**src/rtl/kronos_mem_arbiter_if.sv**
```systemverilog
// Bus bundle for the IF/LSU memory arbiter: the two core-side requesters plus the shared memory port.
// The arbiter uses the slave view; the core/memory environment uses the master view.
interface kronos_mem_arbiter_if;
  logic [31:0] instr_addr;
  logic        instr_req;
  logic        instr_gnt;
  logic [31:0] instr_data;

  logic [31:0] data_addr;
  logic [31:0] data_wdata;
  logic [3:0]  data_mask;
  logic        data_wr_en;
  logic        data_req;
  logic        data_gnt;
  logic [31:0] data_rdata;

  logic [31:0] mem_addr;
  logic [31:0] mem_wdata;
  logic [3:0]  mem_mask;
  logic        mem_wr_en;
  logic        mem_req;
  logic        mem_gnt;
  logic [31:0] mem_rdata;

  modport slave (
    input  instr_addr, instr_req,
    output instr_gnt, instr_data,
    input  data_addr, data_wdata, data_mask, data_wr_en, data_req,
    output data_gnt, data_rdata,
    output mem_addr, mem_wdata, mem_mask, mem_wr_en, mem_req,
    input  mem_gnt, mem_rdata
  );

  modport master (
    output instr_addr, instr_req,
    input  instr_gnt, instr_data,
    output data_addr, data_wdata, data_mask, data_wr_en, data_req,
    input  data_gnt, data_rdata,
    input  mem_addr, mem_wdata, mem_mask, mem_wr_en, mem_req,
    output mem_gnt, mem_rdata
  );
endinterface

```
**src/rtl/kronos_mem_arbiter.sv**
```systemverilog
// Shares one memory port between instruction fetch and load/store. LSU has fixed priority;
// a saturating streak counter forces IF to win after MAX_DATA_STREAK LSU grants while IF waits.
module kronos_mem_arbiter #(
  parameter int unsigned MAX_DATA_STREAK = 4
) (
  input logic                  clk,
  input logic                  rstz,
  kronos_mem_arbiter_if.slave  bus
);

  localparam logic [1:0] IDLE  = 2'd0;
  localparam logic [1:0] OWN_I = 2'd1;
  localparam logic [1:0] OWN_D = 2'd2;

  localparam logic [7:0] STREAK_MAX = 8'(MAX_DATA_STREAK);

  logic [1:0] state;
  logic [1:0] state_nxt;
  logic [7:0] streak;
  logic       sel_i;
  logic       sel_d;

  // Selection: owner while locked, otherwise the combinational winner. Gated by rstz so
  // the request drops in the same cycle reset asserts.
  always_comb begin
    sel_i = 1'b0;
    sel_d = 1'b0;
    case (state)
      IDLE: begin
        if (bus.data_req && (!bus.instr_req || streak < STREAK_MAX)) sel_d = 1'b1;
        else if (bus.instr_req)                                       sel_i = 1'b1;
      end
      OWN_I:   sel_i = bus.instr_req;
      OWN_D:   sel_d = bus.data_req;
      default: ;
    endcase
    if (!rstz) begin
      sel_i = 1'b0;
      sel_d = 1'b0;
    end
  end

  always_comb begin
    bus.mem_addr  = '0;
    bus.mem_wdata = '0;
    bus.mem_mask  = '0;
    bus.mem_wr_en = 1'b0;
    bus.mem_req   = 1'b0;
    if (sel_d) begin
      bus.mem_addr  = bus.data_addr;
      bus.mem_wdata = bus.data_wdata;
      bus.mem_mask  = bus.data_mask;
      bus.mem_wr_en = bus.data_wr_en;
      bus.mem_req   = 1'b1;
    end else if (sel_i) begin
      bus.mem_addr  = bus.instr_addr;
      bus.mem_mask  = '1;
      bus.mem_req   = 1'b1;
    end
  end

  assign bus.instr_gnt  = bus.mem_gnt & sel_i;
  assign bus.data_gnt   = bus.mem_gnt & sel_d;
  assign bus.instr_data = bus.mem_rdata;
  assign bus.data_rdata = bus.mem_rdata;

  always_comb begin
    state_nxt = state;
    case (state)
      IDLE: begin
        if (sel_d && !bus.mem_gnt)      state_nxt = OWN_D;
        else if (sel_i && !bus.mem_gnt) state_nxt = OWN_I;
      end
      // A withdrawn owner deselects itself, so no request and no grant go out on the way back.
      OWN_I, OWN_D: begin
        if (!(sel_i || sel_d) || bus.mem_gnt) state_nxt = IDLE;
      end
      default: state_nxt = IDLE;
    endcase
  end

  always_ff @(posedge clk or negedge rstz) begin
    if (!rstz) begin
      state  <= IDLE;
      streak <= '0;
    end else begin
      state <= state_nxt;
      if (bus.data_gnt) begin
        if (!bus.instr_req)           streak <= '0;
        else if (streak < STREAK_MAX) streak <= streak + 8'd1;
      end else if (bus.instr_gnt) begin
        streak <= '0;
      end
    end
  end

endmodule

```
**src/flat_wrapper.sv**
```systemverilog
// flat-port wrapper written by rule: the top's interface ports become plain ports
module kronos_mem_arbiter_flat 
#(
  parameter int unsigned MAX_DATA_STREAK = 4
)
  (clk, rstz, bus_instr_addr, bus_instr_req, bus_instr_gnt, bus_instr_data, bus_data_addr, bus_data_wdata, bus_data_mask, bus_data_wr_en, bus_data_req, bus_data_gnt, bus_data_rdata, bus_mem_addr, bus_mem_wdata, bus_mem_mask, bus_mem_wr_en, bus_mem_req, bus_mem_gnt, bus_mem_rdata);
  kronos_mem_arbiter_if bus_i ();
  input logic clk;
  input logic rstz;
  input wire logic [$bits(bus_i.instr_addr)-1:0] bus_instr_addr;
  input wire logic [$bits(bus_i.instr_req)-1:0] bus_instr_req;
  output wire logic [$bits(bus_i.instr_gnt)-1:0] bus_instr_gnt;
  output wire logic [$bits(bus_i.instr_data)-1:0] bus_instr_data;
  input wire logic [$bits(bus_i.data_addr)-1:0] bus_data_addr;
  input wire logic [$bits(bus_i.data_wdata)-1:0] bus_data_wdata;
  input wire logic [$bits(bus_i.data_mask)-1:0] bus_data_mask;
  input wire logic [$bits(bus_i.data_wr_en)-1:0] bus_data_wr_en;
  input wire logic [$bits(bus_i.data_req)-1:0] bus_data_req;
  output wire logic [$bits(bus_i.data_gnt)-1:0] bus_data_gnt;
  output wire logic [$bits(bus_i.data_rdata)-1:0] bus_data_rdata;
  output wire logic [$bits(bus_i.mem_addr)-1:0] bus_mem_addr;
  output wire logic [$bits(bus_i.mem_wdata)-1:0] bus_mem_wdata;
  output wire logic [$bits(bus_i.mem_mask)-1:0] bus_mem_mask;
  output wire logic [$bits(bus_i.mem_wr_en)-1:0] bus_mem_wr_en;
  output wire logic [$bits(bus_i.mem_req)-1:0] bus_mem_req;
  input wire logic [$bits(bus_i.mem_gnt)-1:0] bus_mem_gnt;
  input wire logic [$bits(bus_i.mem_rdata)-1:0] bus_mem_rdata;
  assign bus_i.instr_addr = bus_instr_addr;
  assign bus_i.instr_req = bus_instr_req;
  assign bus_instr_gnt = bus_i.instr_gnt;
  assign bus_instr_data = bus_i.instr_data;
  assign bus_i.data_addr = bus_data_addr;
  assign bus_i.data_wdata = bus_data_wdata;
  assign bus_i.data_mask = bus_data_mask;
  assign bus_i.data_wr_en = bus_data_wr_en;
  assign bus_i.data_req = bus_data_req;
  assign bus_data_gnt = bus_i.data_gnt;
  assign bus_data_rdata = bus_i.data_rdata;
  assign bus_mem_addr = bus_i.mem_addr;
  assign bus_mem_wdata = bus_i.mem_wdata;
  assign bus_mem_mask = bus_i.mem_mask;
  assign bus_mem_wr_en = bus_i.mem_wr_en;
  assign bus_mem_req = bus_i.mem_req;
  assign bus_i.mem_gnt = bus_mem_gnt;
  assign bus_i.mem_rdata = bus_mem_rdata;
  kronos_mem_arbiter #(.MAX_DATA_STREAK(MAX_DATA_STREAK)) u_core (.clk(clk), .rstz(rstz), .bus(bus_i));
endmodule
```
**config.mk**
```make
export PLATFORM = sky130hd
export DESIGN_NAME = kronos_mem_arbiter_flat
export DESIGN_NICKNAME = d
export VERILOG_FILES = /design/src/rtl/kronos_mem_arbiter_if.sv /design/src/rtl/kronos_mem_arbiter.sv /design/src/flat_wrapper.sv
export SDC_FILE = /design/constraint.sdc
export NUM_CORES = 1
export LEC_CHECK = 0
export BUFFER_PORTS_ARGS = -buffer_cell sky130_fd_sc_hd__buf_2
export CAP_MARGIN = 40
export CORE_AREA = 2 2 106 108
export CTS_CLUSTER_DIAMETER = 150
export DETAILED_ROUTE_END_ITERATION = 16
export DIE_AREA = 0 0 108 110
export MAX_ROUTING_LAYER = met4
export PLACE_DENSITY = 0.65
export RECOVER_POWER = 100
export SLEW_MARGIN = 20
export SYNTH_ARGS = -nofsm -noshare
export SYNTH_HDL_FRONTEND = slang
export SYNTH_SLANG_ARGS = --single-unit
export TNS_END_PERCENT = 5
```
**constraint.sdc**
```tcl
create_clock -name clk -period 2.7 [get_ports clk]
set_input_delay 0.27 -clock clk [delete_from_list [all_inputs] [get_ports clk]]
set_output_delay 0.27 -clock clk [all_outputs]
set_load 0.05 [all_outputs]
```
Word-level counts from Yosys, hierarchy flattened
Index checks and enable logic that the tools add are counted.

Register bits: 10. Input port bits: 138. Output and inout bits: 136.

Add/subtract/negate cells: 1. Order comparisons: 1. Equality and inequality tests: 5. Mux-type cells: 23. Bitwise operators: 2. Reductions and logical operators: 14.

Operator list (count): $mux W32 (3); $mux W8 (4); $add A8 B1 Y8 const B (1); $lt A8 B3 Y1 const B (1); $mux W1 (8); $mux W4 (2); $mux W2 (3); $pmux W1 S2 (2); $pmux W2 S2 (1); $reduce_and A2 Y1 (2); $logic_and A1 B1 Y1 (3); $logic_not A1 Y1 (3); $logic_or A1 B1 Y1 (3); $ne A3 B1 Y1 const B (1); $ne A3 B2 Y1 const B (1); $and A1 B1 Y1 (2); $eq A2 B1 Y1 const B (1); $eq A2 B2 Y1 const B (1); $logic_not A2 Y1 (1); $ne A2 B1 Y1 const B (1); $reduce_bool A2 Y1 (1); $reduce_or A2 Y1 (1).

Longest topological paths before layout
Depth in word-level cells: 11. Gate-level depth with buffers: 9.

Least setup slack after synthesis
Ideal clock, no wire load.

Path type: register to output. From: register u_core.state[0]. To: output bus_mem_addr[10]. Data arrival time: 2706 ps. Data required time: 2430 ps. Path slack: -276 ps. Cell stages (with the launch flop): 9. Path through: dfrtp_1 inv_1 ha_1 buf_2 o211ai_1 a21oi_1 clkbuf_1 nand2_1 o21ai_0.

Cells in the longest elaborated chain, start to end: 5. Elaborated cells between the ends (all ways): 9.

RTL lines: start: declaration (RTL line kronos_mem_arbiter.sv:17) `logic [1:0] state;`; start signal: assignment (RTL line kronos_mem_arbiter.sv:87) `state <= state_nxt;`; $eq A2 B1 Y1 or $logic_not A2 Y1 (tied branches) (RTL line kronos_mem_arbiter.sv:28) `case (state)`; $pmux W1 S2 (RTL line kronos_mem_arbiter.sv:28); $mux W1 (RTL line kronos_mem_arbiter.sv:37) `if (!rstz) begin`; $mux W32 (RTL line kronos_mem_arbiter.sv:55) `end else if (sel_i) begin`; $mux W32 (*) (RTL line kronos_mem_arbiter.sv:49) `if (sel_d) begin`; end: declaration (RTL line flat_wrapper.sv:21) `output wire logic [$bits(bus_i.mem_addr)-1:0] bus_mem_addr;`.

Mark *: on every way between the ends. The rest lies on a longest branch, timed or not.

Worst setup path in the final report
From: register u_core.streak[5]. To: output bus_mem_addr[17].

Cells in the longest elaborated chain, start to end: 8. Elaborated cells between the ends (all ways): 11.

RTL lines: start: declaration (RTL line kronos_mem_arbiter.sv:19) `logic [7:0] streak;`; start signal: assignment (RTL line kronos_mem_arbiter.sv:90) `else if (streak < STREAK_MAX) streak <= streak + 8'd1;`; $lt A8 B3 Y1 (*) (RTL line kronos_mem_arbiter.sv:30) `if (bus.data_req && (!bus.instr_req || streak < STREAK_MAX)) sel_d = 1'b1;`; $logic_or A1 B1 Y1 (*) (RTL line kronos_mem_arbiter.sv:30); $logic_and A1 B1 Y1 (*) (RTL line kronos_mem_arbiter.sv:30); $mux W1 (RTL line kronos_mem_arbiter.sv:30); $pmux W1 S2 (RTL line kronos_mem_arbiter.sv:28); $mux W1 (RTL line kronos_mem_arbiter.sv:37); $mux W32 (RTL line kronos_mem_arbiter.sv:55); $mux W32 (*) (RTL line kronos_mem_arbiter.sv:49).

Marks and branches as above.

==> results.sh <==
export IMPL_clk_path_buf_depth=2
export IMPL_die_h_um=110
export IMPL_yosysSeqAreaShare_pct=11.6
export IMPL_r2r_end="u_core.state[0]"
export IMPL_netlist_area_sq_um=2160
export IMPL_yosys_warnings=0
export IMPL_worstMarginPinSlew_ns=0.567
export IMPL_nets=550
export IMPL_fin_crit_sh_pct=98.2
export IMPL_synthTopCellsByArea="buf_4, dfrtp_1, and3_1"
export IMPL_fin_setup_tns_ns=0
export IMPL_hold_viol=0
export IMPL_gp_congestion=0.814
export IMPL_maxSlewViolCount=0
export IMPL_post_route_min_period_ns=2.65
export IMPL_placed_cell_area_sq_um=2690
export IMPL_via_per_inst=4.70
export IMPL_grt_max_degree=74
export IMPL_synth_top_area_share_pct=23.0
export IMPL_min_to="u_core.streak[0]"
export IMPL_final_cells=547
export IMPL_wl_per_cell_um=15.8
export IMPL_ys_ff_latch=10
export IMPL_setup_ws_ns=0.0482
export IMPL_post_place_ws_ns=0.305
export IMPL_setup_violations=0
export IMPL_final_antenna_net_count=0
export IMPL_grt_ovfl_total=0
export IMPL_min_from="bus_mem_gnt"
export IMPL_dp_cells=533
export IMPL_leakagePower_nw=1.63
export IMPL_grt_pass1_vias=2262
export IMPL_port_buffers=177
export IMPL_syn2layout_area_growth_pct=41.0
export IMPL_synth_nets=439
export IMPL_routed_wl_um=8660
export IMPL_start_kind="register"
export IMPL_maxCapViolCount=0
export IMPL_max_slew_margin_rel_pct=62.0
export IMPL_total_power_mw=1.87
export IMPL_diodes=0
export IMPL_antenna_found_initial=0
export IMPL_first_pass_iters=4
export IMPL_drc=0
export IMPL_floorplan_initialDensity_pct=20.2
export IMPL_critPathKind="register to output pin"
export IMPL_drive_gt1_share_pct=55.8
export IMPL_grt_pass1_wl_um=11100
export IMPL_via_count=2571
export IMPL_power_density_nw_per_um2=616
export IMPL_arrival_ns=2.38
export IMPL_cts_tree="done"
export IMPL_detailed_place_hpwl_um=6210
export IMPL_cts_buffers=3
export IMPL_skew_ns=0.00545
export IMPL_finalInstanceArea_sq_um=3040
export IMPL_rsz0062_at_grt="yes"
export IMPL_synth_cells=297
export IMPL_core_area_sq_um=10700
export IMPL_r2r_cells=6
export IMPL_status="finished, final reports clean"
export IMPL_placementRows=38
export IMPL_synth_distinct_cells=45
export IMPL_die_area_sq_um=11900
export IMPL_clk_latency_ns=0.24
export IMPL_track_usage_pct=12.1
export IMPL_peakVddDrop_uv=224
export IMPL_dieWidth_um=108
export IMPL_first_iter_violations=150
export IMPL_cts_max_level=1
export IMPL_fmax_mhz=377
export IMPL_root_buffer="clkbuf_8"
export IMPL_ioPinCount=274
export IMPL_hold_worst_slack_ns=0.352
export IMPL_clkSinkCount=10
export IMPL_holdPathStages=2
export IMPL_critPathRequiredTime_ns=2.43
export IMPL_path_clk_slew_ns=0.05
export IMPL_end_kind="output pin"
export IMPL_avgSynthCellArea_sq_um=7.27
export IMPL_hold_class="input pin to register"
export IMPL_synth_top_area_cell="buf_4"
export IMPL_rrSetupSlack_ns=0.52
export IMPL_r2r_start="u_core.streak[5]"
export IMPL_worst_path_max_fanout=18
export IMPL_final_util_pct=28.5
[synth_stat cells, drive strengths merged]
library cell  instances
a211o                 2
nand3                32
nor4                  1
o211a                 1
clkbuf               12
or4                   1
o21ai                34
dfrtp                10
nand4                 1
o31ai                 2
a211oi                2
o211ai                1
a31oi                 5
nor2                  8
o21a                  1
and2                  2
o2111ai               1
buf                  77
nor2b                 1
or3b                  1
o2111a                1
a22o                  1
nor4b                 1
nand2b                1
a311oi                1
and3                 37
nor3                  1
ha                    4
inv                   4
and4b                 1
and4                  1
a31o                  1
nand2                35
a21o                  6
a21oi                 3
a41oi                 3
o311ai                1
[how the worst max path moves through the flow]
stage / end / slack, ns / start / cells after the start
after floorplan: bus_mem_addr[1] / -0.28 / u_core.state[0] / 8
after global placement: bus_mem_mask[0] / 0.35 / u_core.streak[5] / 6
after detailed placement: bus_mem_mask[0] / 0.30 / u_core.streak[5] / 6
after CTS: bus_mem_mask[0] / 0.04 / u_core.streak[5] / 6
after global routing: bus_mem_addr[3] / -0.04 / u_core.streak[5] / 7
final: bus_mem_addr[17] / 0.05 / u_core.streak[5] / 7
[cell type report]
class / count / area, sq um
inverter: 4 / 15.0
sequential: 10 / 250
tap: 140 / 175
fill: 1162 / 7650
clock buffer: 4 / 55.1
timing repair buffer: 195 / 1320
multi-input combinational: 194 / 1230
[logic make-up (layout without fill, tap and decap cells)]
group | count (synthesis) | in the layout | synth area share, %
simple gates | 124 | 124 | 30.0
flops | 10 | 10 | 11.6
compound gates | 66 | 66 | 24.0
fa+ha+maj | 4 | 4 | 2.32
buf+inv | 93 | 203 | 32.1
[repair_timing]
action	4_1_cts	5_1_grt
endpoints found under the hold margin	10	0
gates resized for setup	0	94
hold buffers	1	0
buffers inserted	0	5
setup endpoints to repair	0	47
[cells in the final DEF (no fill, tap or decap), drive strengths merged, types with 3 or more instances in the layout]
| cell | Yosys | routed |
|---|---|---|
| buf | 77 | 145 |
| clkbuf | 12 | 53 |
| and3 | 37 | 37 |
| nand2 | 35 | 35 |
| o21ai | 34 | 34 |
| nand3 | 32 | 32 |
| dfrtp | 10 | 10 |
| nor2 | 8 | 8 |
| a21o | 6 | 6 |
| a31oi | 5 | 5 |
| inv | 4 | 4 |
| ha | 4 | 4 |
| a41oi | 3 | 3 |
| a21oi | 3 | 3 |
[sequential cells by signal (all words and copies together) (netlist names)]
| signal | flops |
|---|---|
| u_core.streak | 8 |
| u_core.state | 2 |
[worst max-delay path: stages, from the launching register on]
cell      delay [ns]
dfrtp_1         0.40
or4_4           0.58
o311ai_4        0.34
buf_4           0.19
buf_8           0.19
nand3_1         0.13
o21ai_2         0.07
clkbuf_4        0.23
[report_power, final]
part / switching [mW] / internal, mW
sequential: 0.0326 / 0.174
combinational: 0.990 / 0.487
clock: 0.0631 / 0.129
total: 1.09 / 0.789
[layer usage]
metal	share of wire (%)	vias up	global-route usage (%)
li1	-	1206	-
met1	42	1189	14.8
met2	49	167	21.2
met3	8.1	9	1.59
met4	0.75	0	2.84
met5	0	-	-
No activity file was read; power rests on OpenSTA's default activity.
